[config.mk]
export PLATFORM = sky130hd
export DESIGN_NAME = add_seq_ctrl
export DESIGN_NICKNAME = d
export VERILOG_FILES = /design/src/rtl/add_seq_ctrl_pkg.sv /design/src/rtl/add_seq_ctrl_cla_chunk.sv /design/src/rtl/add_seq_ctrl.sv
export SDC_FILE = /design/constraint.sdc
export NUM_CORES = 1
export LEC_CHECK = 0
export BUFFER_PORTS_ARGS = -buffer_cell sky130_fd_sc_hd__buf_4
export CORE_MARGIN = 4
export CORE_UTILIZATION = 35
export DETAILED_ROUTE_END_ITERATION = 10
export PLACE_DENSITY = 0.63
export SLEW_MARGIN = 20
export SYNTH_ARGS = -nofsm -noshare
export SYNTH_HDL_FRONTEND = slang
export SYNTH_SLANG_ARGS = --single-unit
export TNS_END_PERCENT = 30
[constraint.sdc]
create_clock -name clk -period 4.5 [get_ports clk]
set_input_delay 0.225 -clock clk [delete_from_list [all_inputs] [get_ports clk]]
set_output_delay 0.225 -clock clk [all_outputs]
set_load 0.02 [all_outputs]
[src/rtl/add_seq_ctrl_pkg.sv]
// ----------------------------------------------------------------------------
// add_seq_ctrl_pkg
//   Shared definitions for the multi-cycle add/subtract sequencer:
//   - state_t    : FSM state encodings ST_IDLE / ST_RUN / ST_DONE (2 bits)
//   - DEF_WIDTH  : default operand width, same value as the INPUTSIZE define
//   - DEF_CHUNK  : default slice width, same value as the GROUPSIZE define
//   - idx_width(): bit width of a slice index, never less than 1
// ----------------------------------------------------------------------------
package add_seq_ctrl_pkg;

  localparam int DEF_WIDTH = 32;
  localparam int DEF_CHUNK = 8;

  typedef enum logic [1:0] {
    ST_IDLE = 2'd0,
    ST_RUN  = 2'd1,
    ST_DONE = 2'd2
  } state_t;

  // $clog2(1) is 0, but a zero-width index register is not legal.
  function automatic int idx_width(input int n);
    return (n > 1) ? $clog2(n) : 1;
  endfunction

endpackage

[src/rtl/add_seq_ctrl_cla_chunk.sv]
// ----------------------------------------------------------------------------
// cla_chunk
//   Combinational CHUNK-bit carry-lookahead slice adder built on a
//   Kogge-Stone group generate/propagate prefix tree.
//   Ports:
//     a, b  : slice operands (CHUNK bits)
//     cin   : carry into bit 0
//     sum   : slice sum (CHUNK bits)
//     cout  : carry out of the slice MSB
// ----------------------------------------------------------------------------
module cla_chunk
  import add_seq_ctrl_pkg::*;
#(
  parameter int CHUNK = DEF_CHUNK
) (
  input  logic [CHUNK-1:0] a,
  input  logic [CHUNK-1:0] b,
  input  logic             cin,
  output logic [CHUNK-1:0] sum,
  output logic             cout
);

  // Returns {cout, sum}. Kept inside a function so the in-place prefix
  // update does not look like a combinational loop on a module signal.
  function automatic logic [CHUNK:0] cla_add(
    input logic [CHUNK-1:0] x,
    input logic [CHUNK-1:0] y,
    input logic             c0
  );
    logic [CHUNK-1:0] g;    // group generate, bits [i:i-span]
    logic [CHUNK-1:0] pg;   // group propagate
    logic [CHUNK-1:0] p;    // bit propagate (also the half-sum)
    logic [CHUNK-1:0] s;
    logic             c;
    g  = x & y;
    p  = x ^ y;
    pg = p;
    // NOTE: blocking assignments are correct here: each prefix level must
    // see the values the previous level just produced within this evaluation.
    // Walking i downward keeps g[i-d] / pg[i-d] at the previous level's value.
    for (int d = 1; d < CHUNK; d = d * 2) begin
      for (int i = CHUNK - 1; i >= d; i--) begin
        g[i]  = g[i] | (pg[i] & g[i-d]);
        pg[i] = pg[i] & pg[i-d];
      end
    end
    // g/pg[i] now span bits [i:0]; fold in the slice carry-in.
    for (int i = 0; i < CHUNK; i++) begin
      c    = (i == 0) ? c0 : (g[i-1] | (pg[i-1] & c0));
      s[i] = p[i] ^ c;
    end
    return {g[CHUNK-1] | (pg[CHUNK-1] & c0), s};
  endfunction

  always_comb begin
    {cout, sum} = cla_add(a, b, cin);
  end

endmodule

[src/rtl/add_seq_ctrl.sv]
// ----------------------------------------------------------------------------
// add_seq_ctrl
//   Multi-cycle WIDTH-bit add/subtract sequencer. One CHUNK-bit slice is
//   added per cycle, least significant first, with the inter-slice carry
//   held in a register. Valid/ready handshakes on request and result sides.
//   Optional feature (macro ADDSEQ_EARLY_DONE_EN): finish early once all
//   remaining operand slices are zero and no carry is pending.
//   Ports:
//     clk, rst_n            : clock (rising edge), async active-low reset
//     in_valid / in_ready   : request handshake
//     in_a, in_b, in_sub    : operands, in_sub=1 selects A-B
//     out_valid / out_ready : result handshake
//     out_sum, out_cout     : result and carry out (sub: 1 = no borrow)
//     out_ovf, out_zero     : signed overflow, result == 0
//     busy                  : sequencer not idle
// ----------------------------------------------------------------------------
module add_seq_ctrl
  import add_seq_ctrl_pkg::*;
#(
  parameter int WIDTH = DEF_WIDTH,
  parameter int CHUNK = DEF_CHUNK
) (
  input  logic             clk,
  input  logic             rst_n,
  input  logic             in_valid,
  output logic             in_ready,
  input  logic [WIDTH-1:0] in_a,
  input  logic [WIDTH-1:0] in_b,
  input  logic             in_sub,
  output logic             out_valid,
  input  logic             out_ready,
  output logic [WIDTH-1:0] out_sum,
  output logic             out_cout,
  output logic             out_ovf,
  output logic             out_zero,
  output logic             busy
);

  localparam int NCHUNK = WIDTH / CHUNK;
  localparam int IDXW   = idx_width(NCHUNK);
  localparam logic [IDXW-1:0] LAST_IDX = IDXW'(NCHUNK - 1);

  state_t           state;
  logic [IDXW-1:0]  idx;
  logic             carry;
  logic [WIDTH-1:0] opa;
  logic [WIDTH-1:0] opb;
  logic [WIDTH-1:0] result;

  int               slice_base;
  logic [CHUNK-1:0] slice_a;
  logic [CHUNK-1:0] slice_b;
  logic [CHUNK-1:0] slice_sum;
  logic             slice_cout;
  logic [WIDTH-1:0] result_nxt;
  logic             last_slice;
`ifdef ADDSEQ_EARLY_DONE_EN
  logic             upper_zero;
`endif

  cla_chunk #(.CHUNK(CHUNK)) u_cla (
    .a    (slice_a),
    .b    (slice_b),
    .cin  (carry),
    .sum  (slice_sum),
    .cout (slice_cout)
  );

  always_comb begin
    slice_base = int'(idx) * CHUNK;
    slice_a    = opa[slice_base +: CHUNK];
    slice_b    = opb[slice_base +: CHUNK];
    result_nxt = result;
    result_nxt[slice_base +: CHUNK] = slice_sum;
    last_slice = (idx == LAST_IDX);
`ifdef ADDSEQ_EARLY_DONE_EN
    // Nothing above the current slice can change the result: stop here.
    // The result register was cleared at accept, so upper slices read zero.
    upper_zero = (((opa | opb) >> (slice_base + CHUNK)) == '0);
    last_slice = last_slice | (upper_zero & ~slice_cout);
`endif
  end

  // NOTE: every datapath register is reset as well as the FSM, because the
  // result outputs are required to read zero straight out of reset.
  always_ff @(posedge clk or negedge rst_n) begin
    if (!rst_n) begin
      state    <= ST_IDLE;
      idx      <= '0;
      carry    <= 1'b0;
      opa      <= '0;
      opb      <= '0;
      result   <= '0;
      out_sum  <= '0;
      out_cout <= 1'b0;
      out_ovf  <= 1'b0;
      out_zero <= 1'b0;
    end else begin
      case (state)
        ST_IDLE: begin
          if (in_valid) begin
            // Subtract as A + ~B + 1: invert B and seed the carry.
            opa   <= in_a;
            opb   <= in_b ^ {WIDTH{in_sub}};
            carry <= in_sub;
            idx   <= '0;
`ifdef ADDSEQ_EARLY_DONE_EN
            result <= '0;
`endif
            state <= ST_RUN;
          end
        end
        ST_RUN: begin
          result <= result_nxt;
          carry  <= slice_cout;
          if (last_slice) begin
            // Result flags are captured once and held until the next finish.
            out_sum  <= result_nxt;
            out_cout <= slice_cout;
            out_zero <= (result_nxt == '0);
            out_ovf  <= (opa[WIDTH-1] == opb[WIDTH-1]) &&
                        (result_nxt[WIDTH-1] != opa[WIDTH-1]);
            state    <= ST_DONE;
          end else begin
            idx <= idx + IDXW'(1);
          end
        end
        ST_DONE: begin
          if (out_ready) state <= ST_IDLE;
        end
        default: state <= ST_IDLE;
      endcase
    end
  end

  assign in_ready  = (state == ST_IDLE);
  assign out_valid = (state == ST_DONE);
  assign busy      = (state != ST_IDLE);

endmodule

==> results.ini, run 1 <==
[global_routing]
grt_pass1_vias = 5205
grt_util_all_layers = 0.1622
met3_usage = 0.04314
overflow = 0
top_usage_layer = met2
antenna_found_initial = 0
grtUsageMet2 = 0.2577
grt_pass1_wl_um = 27730
grt_max_degree = 98
met1_usage = 0.2190

[setup_path]
worstRegToRegCells = 8
r2r_setup_slack_ps = 970
startpoint = idx[1]
timing.rr.end = out_zero
worst-setup-path-type = reg2reg
endpoint = out_zero
crit_fanout = 20
end_kind = register
arrival_ps = 3870
reg2reg_from = idx[1]
critPathRequiredTime_ps = 4840
cp-start-kind = register

[logic_synthesis]
avgSynthCellArea_um2 = 11.24
synth-edff-count = 0
yosysTopAreaCell = dfrtp_1
synth_top_area_share = 0.5099
synthArstFlopShare = 1.000
syn_area_um2 = 6674
synthFlopType = dfrtp_1
seq_area_frac_synth = 0.5099
yosys-top-cells-area = dfrtp_1 51%, mux2_2 5.7%, mux4_2 5.4%
synthCells = 594
ys_warn_count = 0
syn_nets = 679
synthDistinctLibCells = 68
ys_ff_latch = 136

[drt]
drt_iter0_markers = 243
vias = 4993
drc = 0
drtPass1Iterations = 5
ant_nets = 0
via_per_inst = 5.317
wirelength_um = 16970
detail_route.wl_per_cell_um = 18.07

[finish]
syn2layout_area_growth_pct = 24.90
fillers = 1742
num_antenna_cells = 0
final_cell_mix = 136 x dfrtp_1, 116 x buf_4, 55 x a21oi_1, 50 x nor2_1, 40 x nand2_1
drive_gt1_frac = 0.3050
layout_commonest_cell = dfrtp_1
num-nets-final = 777

[sta]
hold_ws_ps = 36.27
hold_viol = 0
fmax_ghz = 0.2834
tightest_slew_ps = 934.5
setup_violations = 0
slew_violations = 0
worst_slack_ps = 971.7
fin_crit_sh = 0.7841
max_slew_margin = 0.3770
setup_tns_ps = 0
fin_crit_ps = 3528
skew_ps = 9.602
grt_setup_unrepaired = false

[outcome]
status = complete, no violations

[placement]
hpwl_um = 12450
dp_slack_ps = 964.4
gp_congestion = 0.8760
portBuffers = 106

[die]
rows = 50
initial_core_util = 0.3568
die_h_um = 146.1
num_io_pins = 107
core_area_um2 = 18710
die_area_um2 = 21340
fp.dieW_um = 146.1

[clock_network]
cts_max_path_buffers = 2
htree_levels = 4
clkSinkCount = 136
numCtsBuffers = 17
cts.clk_slew.worst_paths_ps = 60
clk_latency_ps = 420
tritoncts = built
cts-root-buf = clkbuf_16

[min_path]
hp-class = in2reg
hp-start = in_a[22]
hold_depth = 2

[run]
maxCapViolCount = 0

-- cell type report --
cell class	instances	area (µm²)	share of cell area
tap	234	292.8	0.03512
inverter	11	41.29	0.004953
clock buffer	19	452.9	0.05434
multi-input combinational	408	3085	0.3702
clock inverter	13	167.7	0.02011
timing repair buffer	118	892.1	0.1070
sequential	136	3403	0.4083
-- synthesized netlist by cell type (all sizes together), types with 2 or more instances --
cell type and n:
a2111oi 3, mux2 34, o21ai 38, dfrtp 136, a21o 5, and2 6
ha 15, buf 9, nor3 5, inv 11, mux4 16, clkbuf 30
a22o 25, xnor2 33, o2111ai 2, or4 6, and3 2, nor2b 14
nand2b 2, a21oi 55, nor2 50, a221oi 7, a32oi 2, a22oi 12
a32o 2, nand2 40, nor4bb 2, or2 2, xor2 2, nand3 2
nor4 3, a211oi 2
-- through the flow --
| stage | area, µm² | utilization | instances |
|---|---|---|---|
| 2_1_floorplan | 6674 | - | 594 |
| 3_3_place_gp | 7705 | 0.4119 | 906 |
| 3_5_place_dp | 7705 | 0.4119 | 906 |
| 4_1_cts | 8335 | 0.4456 | 939 |
| 5_1_grt | 8335 | 0.4456 | 939 |
| 6_report | 8335 | 0.4456 | 939 |
-- state kept, by name, summed over array words and instances (netlist names) --
register	cells
out_zero	1
carry	1
out_ovf	1
out_sum	32
idx	2
opa	32
state	2
opb	32
result	32
out_cout	1
-- routing by layer --
layer	vias up	wire (µm)
met5	-	0
met4	0	275
met3	17	980
li1	2362	-
met2	166	8043
met1	2448	7673
-- critical path, stage by stage (launching register included) --
cell     delay (ps)
dfrtp_1         880
mux4_2          480
ha_1            350
a21o_1          220
a311o_1         460
nand4_1         180
nand3_2         210
or4_1           520
a21oi_1         140
-- how the worst min path moves through the flow --
stage                        to  slack (ps)
detailed placement  out_sum[14]         390
CTS                     opa[22]          20
global route            opa[25]          30
floorplan                 carry         -70
global placement    out_sum[11]         370
finish                  opa[22]          40
-- cells by family after synthesis --
kind of cell	Yosys count	synth area share
and+or+nand+nor	140	0.1026
buffers and inverters	50	0.02906
AOI/OAI and AO/OA	166	0.1674
adders and majority gates	16	0.03112
muxes	51	0.1129
xor gates and xnor gates	35	0.04706
DFF	136	0.5099
-- repair_timing --
item | in CTS | in global routing
endpoints found under the hold margin | 96 | 0
hold buffers | 1 | 0
buffers inserted | 0 | 0
resized for setup | 0 | 0
Power of run 1 is not shown: default switching activity piles up to over one toggle a cycle in this logic, so the estimate is an artifact.
==> run 2, diff against run 1 <==
--- a/config.mk
+++ b/config.mk
@@ -5,11 +5,12 @@
 export SDC_FILE = /design/constraint.sdc
 export NUM_CORES = 1
 export LEC_CHECK = 0
+export ABC_AREA = 1
 export BUFFER_PORTS_ARGS = -buffer_cell sky130_fd_sc_hd__buf_4
 export CORE_MARGIN = 4
 export CORE_UTILIZATION = 35
 export DETAILED_ROUTE_END_ITERATION = 10
-export PLACE_DENSITY = 0.63
+export PLACE_DENSITY = 0.65
 export SLEW_MARGIN = 20
 export SYNTH_ARGS = -nofsm -noshare
 export SYNTH_HDL_FRONTEND = slang
==> constraint.sdc (replaced) <==
create_clock -name clk -period 3 [get_ports clk]
set_input_delay 0.15 -clock clk [delete_from_list [all_inputs] [get_ports clk]]
set_output_delay 0.15 -clock clk [all_outputs]
set_load 0.02 [all_outputs]
==> run 2 against run 1 <==
Final area is 7.5% higher. First-iteration DRC count grew 55%. Flip-flop and latch count unchanged. Global-route usage rose by 0.82 points.
==> results.ini, run 2 <==
[outcome]
status = complete, no violations  ; unchanged

[logic_synthesis]
syn_nets = 961  ; was 679
syn_area_um2 = 6859  ; was 6674 µm²
yosys.area_share.adder = 0.03028  ; was 0.03112
synthArstFlopShare = 1.000  ; unchanged
synth-edff-count = 0  ; unchanged
seq_area_frac_synth = 0.4962  ; was 0.5099
muxShareOfSynthArea = 0  ; was 0.1129
yosysTopAreaCell = dfrtp_1  ; unchanged
synth_common_cells = 313 x nand2_1, 136 x dfrtp_1, 112 x o21ai_0  ; was 136 x dfrtp_1, 55 x a21oi_1, 50 x nor2_1
synthXorXnorAreaFrac = 0.04086  ; was 0.04706
avgSynthCellArea_um2 = 7.830  ; was 11.24 µm²
ys_ff_latch = 136  ; unchanged
synthCells = 876  ; was 594
ys_warn_count = 0  ; unchanged
synth_top_family_by_area = simple AND/OR/NAND/NOR gates  ; was compound AO/OA/AOI/OAI gates
synth_top_area_share = 0.4962  ; was 0.5099
yosys-top-cells-area = dfrtp_1 50%, nand2_1 17%, o21ai_0 8.2%  ; was dfrtp_1 51%, mux2_2 5.7%, mux4_2 5.4%
yosysMostFrequentCell = nand2_1  ; was dfrtp_1
synthSimpleGateAreaFrac = 0.2525  ; was 0.1025
synthFlopType = dfrtp_1  ; unchanged
synth-compound-area-share = 0.1204  ; was 0.1674
synthDistinctLibCells = 32  ; was 68

[setup_path]
reg2reg_from = idx[0]  ; was idx[1]
cp-start-kind = register  ; unchanged
worst-setup-path-type = reg2reg  ; unchanged
critPathRequiredTime_ps = 3360  ; was 4840 ps
end_kind = register  ; unchanged
worstRegToRegCells = 17  ; was 8
r2r_setup_slack_ps = 220  ; was 970 ps
endpoint = out_zero  ; unchanged
crit_fanout = 18  ; was 20
arrival_ps = 3140  ; was 3870 ps
timing.rr.end = out_zero  ; unchanged
startpoint = idx[0]  ; was idx[1]

[placement]
hpwl_um = 13320  ; was 12450 µm
gp_congestion = 0.9053  ; was 0.8760
dp_slack_ps = 225.1  ; was 964.4 ps
portBuffers = 106  ; unchanged
place_area_um2 = 7968  ; was 7705 µm²

[global_routing]
antenna_found_initial = 0  ; unchanged
grt_max_degree = 99  ; was 98
overflow = 0  ; unchanged
grt_pass1_wl_um = 29850  ; was 27730 µm
grt_pass1_vias = 5880  ; was 5205
grt_util_all_layers = 0.1704  ; was 0.1622

[sta]
setup_violations = 0  ; unchanged
worst_slack_ps = 218.6  ; was 971.7 ps
max_slew_margin = 0.3706  ; was 0.3770
fin_crit_sh = 0.9271  ; was 0.7841
tightest_slew_ps = 943.0  ; was 934.5 ps
hold_viol = 0  ; unchanged
skew_ps = 6.881  ; was 9.602 ps
fin_crit_ps = 2781  ; was 3528 ps
hold_ws_ps = 8.565  ; was 36.27 ps
slew_violations = 0  ; unchanged
fmax_ghz = 0.3595  ; was 0.2834 GHz

[clock_network]
cts_max_path_buffers = 2  ; unchanged
cts.clk_slew.worst_paths_ps = 60  ; about the same
numCtsBuffers = 17  ; unchanged
tritoncts = built  ; unchanged
clkSinkCount = 136  ; unchanged
clk_latency_ps = 420  ; about the same
cts-root-buf = clkbuf_16  ; unchanged
htree_levels = 4  ; unchanged

[die]
initial_core_util = 0.3607  ; was 0.3568
core_area_um2 = 19020  ; was 18710 µm²
die_area_um2 = 21900  ; was 21340 µm²
num_io_pins = 107  ; unchanged
die_h_um = 148.0  ; was 146.1 µm
rows = 50  ; unchanged
fp.dieW_um = 148.0  ; was 146.1 µm

[drt]
vias = 6137  ; was 4993
ant_nets = 0  ; unchanged
wirelength_um = 18630  ; was 16970 µm
drtPass1Iterations = 5  ; unchanged
drt_iter0_markers = 377  ; was 243
via_per_inst = 4.754  ; was 5.317
drc = 0  ; unchanged
detail_route.wl_per_cell_um = 14.43  ; was 18.07 µm

[finish]
drive_gt1_frac = 0.1736  ; was 0.3050
fillers = 1953  ; was 1742
num_antenna_cells = 0  ; unchanged
num-nets-final = 1104  ; was 777
finish.instance_area_um2 = 8962  ; was 8335 µm²
layout_commonest_cell = nand2_1  ; was dfrtp_1
syn2layout_area_growth_pct = 30.66  ; was 24.90%
final_cell_mix = 312 x nand2_1, 136 x dfrtp_1, 129 x buf_4, 111 x o21ai_0, 67 x nor2_1  ; was 136 x dfrtp_1, 116 x buf_4, 55 x a21oi_1, 50 x nor2_1, 40 x nand2_1

[pwr]
p_per_area_nw_per_um2 = 1222
ir_drop_mv = 0.6940
power_leakage_uw = 0.004433

[min_path]
hp-class = in2reg  ; unchanged

[run]
maxCapViolCount = 0  ; unchanged

-- run 2: changes by cell type in the layout (fill, tap and decap cells not counted), moves of 16 or more --
cell           delta
nand2_1         +272
o21ai_0          +82
a21oi_1          -50
inv_1            +45
dlygate4sd3_1    +34
mux2_2           -34
nand3_1          +28
a22o_1           -22
nor2_1           +17
mux4_2           -16
-- run 2: what timing repair did --
action	CTS	global route
endpoints found under the hold margin	102	0
buffers inserted	0	6
hold buffers	35	0
resized for setup	0	7
endpoints found under the setup margin	0	1
-- run 2: final cells by class --
| type | count | area (µm²) | share of cell area |
|---|---|---|---|
| inverter | 63 | 240.2 | 0.02680 |
| multi-input combinational | 635 | 3073 | 0.3429 |
| timing repair buffer | 166 | 1350 | 0.1506 |
| sequential | 136 | 3403 | 0.3797 |
| clock buffer | 19 | 442.9 | 0.04942 |
| tap | 260 | 325.3 | 0.03630 |
| clock inverter | 12 | 127.6 | 0.01424 |
-- run 2: worst max-delay path: stages (launching register included) --
cell and delay (ps):
dfrtp_1 400, buf_4 200, o21ai_0 230, o22ai_2 140
fa_1 430, nand2_1 80, nand2_1 140, nand2_1 130
nand3_1 150, nor2_1 200, nand2_1 80, nor2_1 80
nand2_1 90, nor2_1 100, nand3_1 80, nor2_1 90
nand2_1 60, nand2_1 50
-- run 2: where the power goes --
| group | internal, µW | switching (µW) |
|---|---|---|
| clock network | 1240 | 808 |
| registers | 2630 | 491 |
| logic | 2030 | 3750 |
-- run 2: stage by stage --
stage	std cells	power [µW]	setup TNS (ps)	util
3_5_place_dp	1219	8703	0	0.4189
2_1_floorplan	876	6914	0	-
3_3_place_gp	1219	8635	0	0.4189
5_1_grt	1291	11860	-35.39	0.4713
6_report	1291	10950	0	0.4713
4_1_cts	1285	10850	0	0.4674
-- run 2: worst min-delay path by stage --
stage,from,to,slack [ps],cells past startpoint
global route,in_b[2],opb[2],0.4,3
global placement,rst_n,out_sum[28],200,1
floorplan,rst_n,carry,-150,0
CTS,in_b[3],opb[3],0.9,3
detailed placement,rst_n,out_sum[28],210,1
finish,in_b[13],opb[13],9,3
-- run 2: metal layers --
layer  up-vias  global-route usage  share of wire
met5         -                   0              0
li1       3113                   -              -
met1      2831              0.2295           0.46
met4         0             0.04665          0.013
met3        20             0.04384          0.052
met2       173              0.2738           0.47
-- run 2: cells by family after synthesis --
group,Yosys count
fa+ha+maj,16
simple gates,432
xor+xnor,32
buf+inv,105
flops,136
compound gates,155
No activity file was read; power rests on OpenSTA's default activity.
==> run 3, diff against run 2 <==
--- a/config.mk
+++ b/config.mk
@@ -8,9 +8,10 @@
 export ABC_AREA = 1
 export BUFFER_PORTS_ARGS = -buffer_cell sky130_fd_sc_hd__buf_4
 export CORE_MARGIN = 4
-export CORE_UTILIZATION = 35
+export CORE_UTILIZATION = 52
+export CTS_BUF_LIST = sky130_fd_sc_hd__clkbuf_4 sky130_fd_sc_hd__clkbuf_8 sky130_fd_sc_hd__clkbuf_16
 export DETAILED_ROUTE_END_ITERATION = 10
-export PLACE_DENSITY = 0.65
+export PLACE_DENSITY = 0.86
 export SLEW_MARGIN = 20
 export SYNTH_ARGS = -nofsm -noshare
 export SYNTH_HDL_FRONTEND = slang
==> run 3 against run 2 <==
Via count increased by 4.0%. Register-to-register slack about the same. Clock skew about the same. Global-route usage increased by 8.8 points. Setup slack improved by 14 ps. Die area decreased by 31%. Largest cell class unchanged. Largest power group unchanged.
==> results.ini, run 3 (synthesis gave the netlist of run 2 again) <==
[setup_path]
r2r_setup_slack_ps = 230  ; was 220 ps
crit_fanout = 28  ; was 18
worst-setup-path-type = reg2reg  ; unchanged
startpoint = idx[0]  ; unchanged
arrival_ps = 3130  ; was 3140 ps
critPathRequiredTime_ps = 3360  ; about the same
reg2reg_from = idx[0]  ; unchanged
end_kind = register  ; unchanged
cp-start-kind = register  ; unchanged

[run]
maxCapViolCount = 0  ; unchanged

[clock_network]
clkSinkCount = 136  ; unchanged
numCtsBuffers = 17  ; unchanged
cts.clk_slew.worst_paths_ps = 60  ; about the same
cts-root-buf = clkbuf_16  ; unchanged
tritoncts = built  ; unchanged
htree_levels = 4  ; unchanged
clk_latency_ps = 420  ; about the same
cts_max_path_buffers = 2  ; unchanged

[die]
initial_core_util = 0.5370  ; was 0.3607
fp.dieW_um = 122.9  ; was 148.0 µm
die_h_um = 122.9  ; was 148.0 µm
die_area_um2 = 15090  ; was 21900 µm²
rows = 41  ; was 50
core_area_um2 = 12770  ; was 19020 µm²
num_io_pins = 107  ; unchanged

[finish]
final_cell_mix = 311 x nand2_1, 136 x dfrtp_1, 118 x buf_4, 109 x o21ai_0, 67 x nor2_1  ; was 312 x nand2_1, 136 x dfrtp_1, 129 x buf_4, 111 x o21ai_0, 67 x nor2_1
multi_input_area_um2 = 3063  ; was 3073 µm²
syn2layout_area_growth_pct = 29.90  ; was 30.66%
drive_gt1_frac = 0.1654  ; was 0.1736
finish.instance_area_um2 = 8910  ; was 8962 µm²
num-nets-final = 1095  ; was 1104
num_antenna_cells = 0  ; unchanged
layout_commonest_cell = nand2_1  ; unchanged
instances_no_fill = 1194  ; was 1291
seqCellArea_um2 = 3403  ; unchanged
fillers = 971  ; was 1953

[global_routing]
grt_pass1_vias = 6299  ; was 5880
antenna_found_initial = 0  ; unchanged
overflow = 0  ; unchanged
grt_pass1_wl_um = 30260  ; was 29850 µm
grt_util_all_layers = 0.2582  ; was 0.1704
grt_max_degree = 88  ; was 99

[pwr]
power_leakage_uw = 0.004467  ; was 0.004433 µW
ir_drop_mv = 0.6259  ; was 0.6940 mV
p_per_area_nw_per_um2 = 1276  ; was 1222 nW/µm²

[sta]
max_slew_margin = 0.6667  ; was 0.3706
skew_ps = 7.210  ; was 6.881 ps
hold_viol = 0  ; unchanged
fmax_ghz = 0.3613  ; was 0.3595 GHz
tightest_slew_ps = 499.9  ; was 943.0 ps
fin_crit_sh = 0.9225  ; was 0.9271
setup_violations = 0  ; unchanged
slew_violations = 0  ; unchanged
fin_crit_ps = 2768  ; was 2781 ps

[placement]
portBuffers = 106  ; unchanged
hpwl_um = 12510  ; was 13320 µm
dp_cells = 1125  ; was 1219
place_area_um2 = 7834  ; was 7968 µm²
gp_congestion = 0.9811  ; was 0.9053

[drt]
ant_nets = 0  ; unchanged
via_per_inst = 5.347  ; was 4.754
vias = 6384  ; was 6137
detail_route.wl_per_cell_um = 15.51  ; was 14.43 µm
drtPass1Iterations = 5  ; unchanged
drt_iter0_markers = 452  ; was 377
drc = 0  ; unchanged
wirelength_um = 18520  ; was 18630 µm

[min_path]
hp-class = in2reg  ; unchanged
hp-start = in_b[5]  ; was in_b[13]

[outcome]
status = complete, no violations  ; unchanged

==> run 3: cell types whose count changed in the layout (fill, tap and decap cells not counted), sizes merged <==
cell      previous run  this run
clkbuf              19        23
clkinvlp             5         1
inv                 61        60
bufinv               2         6
clkinv               7         4
buf                131       122
==> run 3: routing by layer <==
| layer | share of wire | up-vias | track usage |
|---|---|---|---|
| met1 | 0.40 | 2952 | 0.3135 |
| met2 | 0.50 | 287 | 0.4435 |
| li1 | - | 3088 | - |
| met5 | 0 | - | 0 |
| met3 | 0.068 | 57 | 0.05853 |
| met4 | 0.034 | 0 | 0.1064 |
==> run 3: area by class of cell <==
type,instances,share of cell area
sequential,136,0.3820
multi-input combinational,635,0.3438
timing repair buffer,157,0.1472
clock buffer,23,0.05421
inverter,63,0.02710
tap,172,0.02415
clock inverter,8,0.02163
==> run 3: report_power, final <==
part	leakage (µW)	total (µW)	switching, µW	internal, µW
Sequential	0.00175	3140	517	2630
Clock	0.000331	2390	757	1630
Combinational	0.00239	5840	3800	2040
==> run 3: path summary, 6_finish.rpt <==
check | depth (start not counted) | to
worst max register to register | 18 | out_zero
worst max-delay path | 18 | out_zero
worst min-delay path | 3 | opb[5]
min in group asynchronous | 2 | out_sum[16]
worst min register to register | 2 | out_sum[15]
max in group asynchronous | 3 | opb[18]
==> run 3: critical path, cell delays in order, from the launching register on <==
cell	delay, ps
dfrtp_1	430
clkinv_4	110
buf_12	170
o21ai_0	150
o22ai_1	130
ha_1	360
a21oi_1	210
nand2_1	120
nand2_1	100
nand2_1	60
nand2_1	60
nand2_1	120
nand4_1	120
nand2_1	100
nor2_1	170
nand2_1	70
nor2_1	100
nand2_1	60
nand2_1	60
==> run 3: what timing repair did <==
item | in CTS | in global routing
resized for setup | 0 | 11
hold buffers | 35 | 0
hold endpoints to repair | 69 | 0
setup endpoints to repair | 0 | 2
setup buffers | 0 | 3
==> run 3: through the flow <==
step / hold WS [ps] / utilization / setup TNS (ps) / setup slack [ps] / power [µW]
final: 5.854 / 0.6975 / 0 / 232.4 / 11370
after global routing: 18.37 / 0.6975 / -46.11 / -46.11 / 12210
after CTS: 1.955 / 0.6936 / 0 / 192.9 / 11150
after detailed placement: 142.5 / 0.6133 / 0 / 235.9 / 8634
after global placement: 138.2 / 0.6133 / 0 / 313.5 / 8436
after floorplan: -145.6 / - / 0 / 148.6 / 6914
